$ cat src/rtl/iq_avg_decim.sv
`default_nettype none
// ============================================================================
//  Module   : iq_avg_decim
//  Brief    : Boxcar averager/decimator for paired I/Q samples. It sums 2^n
//             accepted pairs and emits their floor-rounded mean with a
//             one-cycle strobe. Defining IQ_AVG_PEAK_EN adds peak-|x| tracking.
//  Revision : 1.0  initial release
// ============================================================================
module iq_avg_decim #(
    parameter int DWI       = 20,
    parameter int LOG2N_MAX = 6,
    parameter int LW        = 3
) (
    input  logic                  clk,
    input  logic                  rst,
    input  logic [LW-1:0]         navg_log2,
    input  logic                  restart,
    input  logic                  valid_in,
    input  logic signed [DWI-1:0] i_in,
    input  logic signed [DWI-1:0] q_in,
    output logic                  valid_out,
    output logic signed [DWI-1:0] i_out,
    output logic signed [DWI-1:0] q_out,
    output logic signed [DWI-1:0] i_peak,
    output logic signed [DWI-1:0] q_peak
);

    localparam int c_AW = DWI + LOG2N_MAX;
    localparam int c_CW = LOG2N_MAX + 1;
    localparam int c_NW = $clog2(LOG2N_MAX + 2);

    logic [c_NW-1:0]        r_n_l;
    logic [c_NW-1:0]        w_n_new;
    logic [c_NW-1:0]        w_n_eff;
    logic [c_CW-1:0]        r_cnt;
    logic [c_CW-1:0]        w_cnt_eff;
    logic [c_CW-1:0]        w_cnt_last;
    logic signed [c_AW-1:0] r_acc_i;
    logic signed [c_AW-1:0] r_acc_q;
    logic signed [c_AW-1:0] w_sum_i;
    logic signed [c_AW-1:0] w_sum_q;
    logic signed [c_AW-1:0] w_avg_i;
    logic signed [c_AW-1:0] w_avg_q;
    logic                   w_start;
    logic                   w_end;

    // A restart makes the current sample the first of a fresh window,
    // so it picks up the new length and an empty accumulator.
    always_comb begin
        w_n_new    = (int'(navg_log2) > LOG2N_MAX) ? c_NW'(LOG2N_MAX) : c_NW'(navg_log2);
        w_start    = (r_cnt == '0) || restart;
        w_n_eff    = w_start ? w_n_new : r_n_l;
        w_cnt_eff  = restart ? '0 : r_cnt;
        w_cnt_last = (c_CW'(1) << w_n_eff) - c_CW'(1);
        w_end      = valid_in && (w_cnt_eff == w_cnt_last);
        w_sum_i    = (restart ? '0 : r_acc_i) + c_AW'(i_in);
        w_sum_q    = (restart ? '0 : r_acc_q) + c_AW'(q_in);
        w_avg_i    = w_sum_i >>> w_n_eff;
        w_avg_q    = w_sum_q >>> w_n_eff;
    end

    always_ff @(posedge clk) begin
        if (rst) begin
            r_n_l     <= '0;
            r_cnt     <= '0;
            r_acc_i   <= '0;
            r_acc_q   <= '0;
            valid_out <= 1'b0;
            i_out     <= '0;
            q_out     <= '0;
        end else begin
            valid_out <= 1'b0;
            if (valid_in) begin
                if (w_start) begin
                    r_n_l <= w_n_new;
                end
                if (w_end) begin
                    r_acc_i   <= '0;
                    r_acc_q   <= '0;
                    r_cnt     <= '0;
                    i_out     <= w_avg_i[DWI-1:0];
                    q_out     <= w_avg_q[DWI-1:0];
                    valid_out <= 1'b1;
                end else begin
                    r_acc_i <= w_sum_i;
                    r_acc_q <= w_sum_q;
                    r_cnt   <= w_cnt_eff + c_CW'(1);
                end
            end else if (restart) begin
                r_acc_i <= '0;
                r_acc_q <= '0;
                r_cnt   <= '0;
            end
        end
    end

`ifdef IQ_AVG_PEAK_EN
    logic [DWI-1:0] w_abs_i;
    logic [DWI-1:0] w_abs_q;
    logic [DWI-1:0] w_run_i;
    logic [DWI-1:0] w_run_q;
    logic [DWI-1:0] w_base_i;
    logic [DWI-1:0] w_base_q;
    logic [DWI-1:0] r_run_i;
    logic [DWI-1:0] r_run_q;

    // The most-negative code has no positive twin; clip it to full scale.
    function automatic logic [DWI-1:0] f_abs_sat(input logic signed [DWI-1:0] x);
        if (x == {1'b1, {(DWI-1){1'b0}}}) begin
            return {1'b0, {(DWI-1){1'b1}}};
        end else if (x[DWI-1]) begin
            return -x;
        end else begin
            return x;
        end
    endfunction

    always_comb begin
        w_abs_i  = f_abs_sat(i_in);
        w_abs_q  = f_abs_sat(q_in);
        w_base_i = w_start ? '0 : r_run_i;
        w_base_q = w_start ? '0 : r_run_q;
        w_run_i  = (w_base_i > w_abs_i) ? w_base_i : w_abs_i;
        w_run_q  = (w_base_q > w_abs_q) ? w_base_q : w_abs_q;
    end

    always_ff @(posedge clk) begin
        if (rst) begin
            r_run_i <= '0;
            r_run_q <= '0;
            i_peak  <= '0;
            q_peak  <= '0;
        end else if (valid_in) begin
            if (w_end) begin
                r_run_i <= '0;
                r_run_q <= '0;
                i_peak  <= w_run_i;
                q_peak  <= w_run_q;
            end else begin
                r_run_i <= w_run_i;
                r_run_q <= w_run_q;
            end
        end else if (restart) begin
            r_run_i <= '0;
            r_run_q <= '0;
        end
    end
`else
    assign i_peak = '0;
    assign q_peak = '0;
`endif

endmodule
`default_nettype wire

$ cat config.mk
export PLATFORM = sky130hd
export DESIGN_NAME = iq_avg_decim
export DESIGN_NICKNAME = d
export VERILOG_FILES = /design/src/rtl/iq_avg_decim.sv
export SDC_FILE = /design/constraint.sdc
export NUM_CORES = 1
export LEC_CHECK = 0
export BUFFER_PORTS_ARGS = -buffer_cell sky130_fd_sc_hd__buf_2
export CAP_MARGIN = 20
export CORE_MARGIN = 10
export CORE_UTILIZATION = 30
export CTS_BUF_LIST = sky130_fd_sc_hd__clkbuf_2
export DETAILED_ROUTE_END_ITERATION = 12
export SLEW_MARGIN = 30
export SYNTH_ARGS = -nofsm -noshare
export SYNTH_HDL_FRONTEND = slang
export SYNTH_SLANG_ARGS = --single-unit
$ cat constraint.sdc
create_clock -name clk -period 7.2 [get_ports clk]
set_input_delay 1.44 -clock clk [delete_from_list [all_inputs] [get_ports clk]]
set_output_delay 1.44 -clock clk [all_outputs]
set_load 0.01 [all_outputs]
**Yosys cells after proc, flatten, opt, wreduce, memory -nomap -nowiden**

Index checks and enable logic that the tools add are counted.

- Bitwise logic cells: 1
- Reductions and logical operators: 5
- Equal/unequal tests: 1
- Add/subtract/negate cells: 4
- Multipliers: 0
- Muxes and demuxes: 12
- Magnitude comparators: 1
- Shift-type cells: 3
- Div/mod/pow operators: 0

Operators by type and width:

| kind | number |
|---|---|
| $mux 26 | 6 |
| $add 26x26->26 | 2 |
| $sshr 26x3->20 | 2 |
| $mux 7 | 3 |
| $add 7x1->7 const B | 1 |
| $eq 7x7->1 | 1 |
| $logic_not 7->1 | 1 |
| $shl 1x3->7 const A | 1 |
| $sub 7x2->7 const B | 1 |
| $mux 3 | 2 |
| $gt 3x3->1 const B | 1 |
| $reduce_and 2->1 | 1 |
| $reduce_or 2->1 | 1 |
| $logic_and 1x1->1 | 1 |
| $logic_or 1x1->1 | 1 |
| $mux 1 | 1 |
| $not 1->1 | 1 |

- Memory bits (read-only): 0
- Input port bits: 47
- Memory bits (writable): 0
- Memories: 0
- Word-level logic and storage cells: 34
- Flip-flop bits (word level): 103
- Latch bits: 0
- Output and inout port bits: 81

**Depth between registers and ports, before layout**

- Word-level depth: 9
- Mapped depth: 19
- Mapped depth without buffers: 14

**Least setup slack after synthesis**

Ideal clock, no wire load.

- Path kind: input to register
- Start point: input restart
- End point: register r_acc_i[25]
- Cell stages on the path: 17
- Arrival time: 5.025 ns
- Setup time: 0.128 ns
- Slack: 2.048 ns
- Required time: 7.072 ns
- Buffers on the path: 5
- Cells stage by stage: a21oi_2 mux2i_1 clkbuf_1 buf_1 clkbuf_1 nand3_1 ha_1 xor2_1 and2_1 mux2i_1 o31ai_1 o2111ai_1 a31o_2 buf_2 buf_2 a31oi_1 nor2_1

- Longest elaborated chain between the ends: 8
- Elaborated cells between the ends (all ways): 11
- Those cells by class: 2 x add/sub; 1 x eq/ne; 1 x shift; 5 x mux; 2 x reduce/logical

Ends and longest elaborated chain:

| element | line | text |
|---|---|---|
| start, declared | 17 | `input logic restart,` |
| $logic_or 1x1->1 | 51 | `w_start = (r_cnt == '0) \|\| restart;` |
| $mux 3 | -- |  |
| $shl 1x3->7 | 54 | `w_cnt_last = (c_CW'(1) << w_n_eff) - c_CW'(1);` |
| $sub 7x2->7 | 54 |  |
| $eq 7x7->1 | 55 | `w_end = valid_in && (w_cnt_eff == w_cnt_last);` |
| $logic_and 1x1->1 | 55 |  |
| $mux 26 | 77 | `if (w_end) begin` |
| $mux 26 * | 73 | `if (valid_in) begin` |
| end signal, assigned | 85 | `r_acc_i <= w_sum_i;` |
| end, declared | 38 | `logic signed [c_AW-1:0] r_acc_i;` |

Mark *: on every way between the ends. The rest lies on a longest branch, timed or not.
A chain may end at the register's enable or synchronous reset.

**Worst setup path in the final report**

- Start point: input restart
- End point: register q_out[5]

- Longest elaborated chain between the ends: 7
- Elaborated cells between the ends (all ways): 11
- Those cells by class: 2 x add/sub; 1 x eq/ne; 2 x shift; 3 x mux; 3 x reduce/logical

Ends and longest elaborated chain:

| element | line | text |
|---|---|---|
| $logic_or 1x1->1 | 51 |  |
| $mux 3 | -- |  |
| $shl 1x3->7 | 54 |  |
| $sub 7x2->7 | 54 |  |
| $eq 7x7->1 | 55 |  |
| $logic_and 1x1->1 | 55 |  |
| $reduce_and 2->1 (no line) | -- |  |
| end signal, assigned | 82 | `q_out <= w_avg_q[DWI-1:0];` |
| end, declared | 23 | `output logic signed [DWI-1:0] q_out,` |

Parallel ways exist; a longest one is shown, timed or not.

==> out/metrics.yaml <==
die_area_um2: 38000
fmax_mhz: 207
cp_data_required_time_ns: 7.78
fill_cells: 3232
cts_resized: 0
crit_arrival_ns: 5.42
drv_cap: 0
power_switching_mw: 0.590
ys_top_cells_by_area: "dfxtp_1, ha_1, nor2_1"
ys_async_sr_fraction_pct: 0
core_um2: 29900
synth.cell_area_um2: 9180
numCtsBuffers: 9
synth.distinct_cells: 75
start_util_pct: 30.7
wl_per_cell_um: 18.4
power.density_nw_per_um2: 146
worst_setup_path_start_kind: "input port"
layout_commonest_cell: "nor2_1"
yosys.area.top_type: "dfxtp_1"
path_max_fanout: 56
synth_edf_count: 0
cp-end-kind: "register"
dpl.hpwl_um: 22100
cts_tree: "done"
drc_errors: 0
setup_viol: 0
htreeDepth: 3
yosysTopAreaCellShare_pct: 22.5
routabilityCongestion: 0.897
numPortBuffers: 87
dr.pass1.iters: 5
synthCells: 1232
timing.final.crit_share_pct: 67.2
grt_antenna_before_repair: 3
grt_pass1_vias: 8555
layout_setup_ws_ns: 2.36
tns_ns: 0
internal-power_mw: 0.844
hold_ws_ns: 0.481
root_buffer: "clkbuf_2"
drtIter0Drc: 773
via_per_inst: 5.52
clock_sinks: 103
pre_cts_ws_ns: 1.71
seq_power_share_pct: 42.1
rsz0062_at_grt: "no"
grt_pass1_wl_um: 48200
mostFrequentLayoutCells: "nor2_1, nand2_1, dfxtp_1, buf_2, a21oi_1"
hp-class: "reg2reg"
grtUsageTotal_pct: 15.3
cts_hold_buf: 0
clock_skew_ns: 0.0115
yosys_register_bits: 103
p_leak_nw: 4.16
postLayoutCellArea_um2: 9810
nets: 1357
seq_area_um2: 2060
yosysWarnings: 0
rows: 63
yosysSeqAreaShare_pct: 22.5
drive_above_1_share_pct: 10.9
hold_viol: 0
die_h_um: 195
peakVddDrop_v: 0.0000648
wirelength_um: 30500
outcome: "complete, no violations"
max_slew_margin_pct: 42.7
cts_setup_buffers: 0
clk_latency_ns: 0.66
ys.flop_type: "dfxtp_1"
area_growth_syn_to_layout_pct: 6.91
die_w_um: 195
multi_input_comb_area_um2: 6610
syn_area_per_cell_um2: 7.45
finalMaxSlewViolations: 0
comb_power_share_pct: 39.7
grt_max_degree: 101
switching_share_pct: 41.1
placedInstanceArea_um2: 9720
worst_pin_slew_ns: 0.854
clkPwrFrac_pct: 18.2
path_class: "in2reg"
period_minus_slack_ns: 4.84
ios: 128
vias: 9116
gr-total-overflow: 0
cts_buffer_depth: 2
drtAntennaViolNets: 0
clk_pin_slew_worst_paths_ns: 0.29
worst max-delay path: stages:
cell,delay (ns)
buf_2,0.12
a21oi_2,0.50
mux2i_4,0.71
nor2_1,0.14
nand2_1,0.10
ha_1,0.27
xor2_1,0.25
and2_1,0.16
mux2i_1,0.06
o31ai_1,0.21
o2111ai_1,0.23
a31oi_4,0.23
buf_4,0.55
nor2_1,0.10
a311oi_1,0.30
cells in the mapped netlist, drive strengths merged (13+ instances only):
master / n
xor2: 20
dfxtp: 103
clkbuf: 61
xnor2: 25
or3: 14
a211oi: 35
buf: 63
o21a: 13
nor2b: 58
a21oi: 85
a21o: 19
nand2: 146
o21ai: 37
ha: 52
mux2i: 35
nand3: 20
a311oi: 21
o211ai: 28
a2bb2oi: 35
nor3: 32
nor2: 148
power groups by stage:
stage,Clock [mW],Sequential [mW],Combinational (mW)
after floorplan,0,0.611,0.436
after global placement,0,0.613,0.554
after detailed placement,0,0.613,0.559
after CTS,0.268,0.603,0.562
after global routing,0.292,0.606,0.631
final,0.261,0.603,0.569
area by class of cell:
class	instances	area share [%]
Clock buffer	9	0.459
Tap cell	390	4.97
Sequential cell	103	21.0
Inverter	11	0.421
Timing Repair Buffer	98	5.34
Multi-Input combinational cell	1033	67.4
Antenna cell	2	0.0510
Clock inverter	6	0.383
sequential cells by signal, indices dropped and copies added (netlist names):
register   cells
r_acc_i       26
r_acc_q       26
i_out         20
q_out         20
r_cnt          7
r_n_l          3
valid_out      1
path summary, 6_finish.rpt:
path	depth (start not counted)	start	slack, ns	to
max	15	restart	2.36	q_out[5]
min	2	q_out[2]	0.48	q_out[2]
max reg2reg	15	r_cnt[3]	2.56	q_out[5]
min reg2reg	2	q_out[2]	0.48	q_out[2]
routing by layer:
layer	global-route usage, %	up-vias	share of wire (%)	routed length, um
met2	22.8	239	43	13200
met3	2.46	21	5.6	1690
met4	3.78	0	1.3	386
li1	-	4483	-	-
met1	22.1	4373	50	15200
met5	0	-	0	0
kinds of logic (layout without fill, tap and decap cells):
kind of cell	Yosys count	in the layout	synth area share [%]
AND/OR/NAND/NOR	482	482	24.8
AO/OA/AOI/OAI	369	369	28.5
buffers and inverters	135	124	7.53
flip-flops	103	103	22.5
adder cells (fa/ha/maj)	54	54	7.53
XOR/XNOR	45	45	4.29
multiplexers	43	43	4.84
other	1	42	0.0409
per-stage QoR:
step	instances	power (mW)	util (%)
final	1652	1.43	32.8
after global routing	1651	1.53	32.8
after CTS	1650	1.43	32.8
after detailed placement	1635	1.17	32.6
after global placement	1635	1.17	32.5
after floorplan	1271	1.05	-
Power figures use the tool's default switching activity.
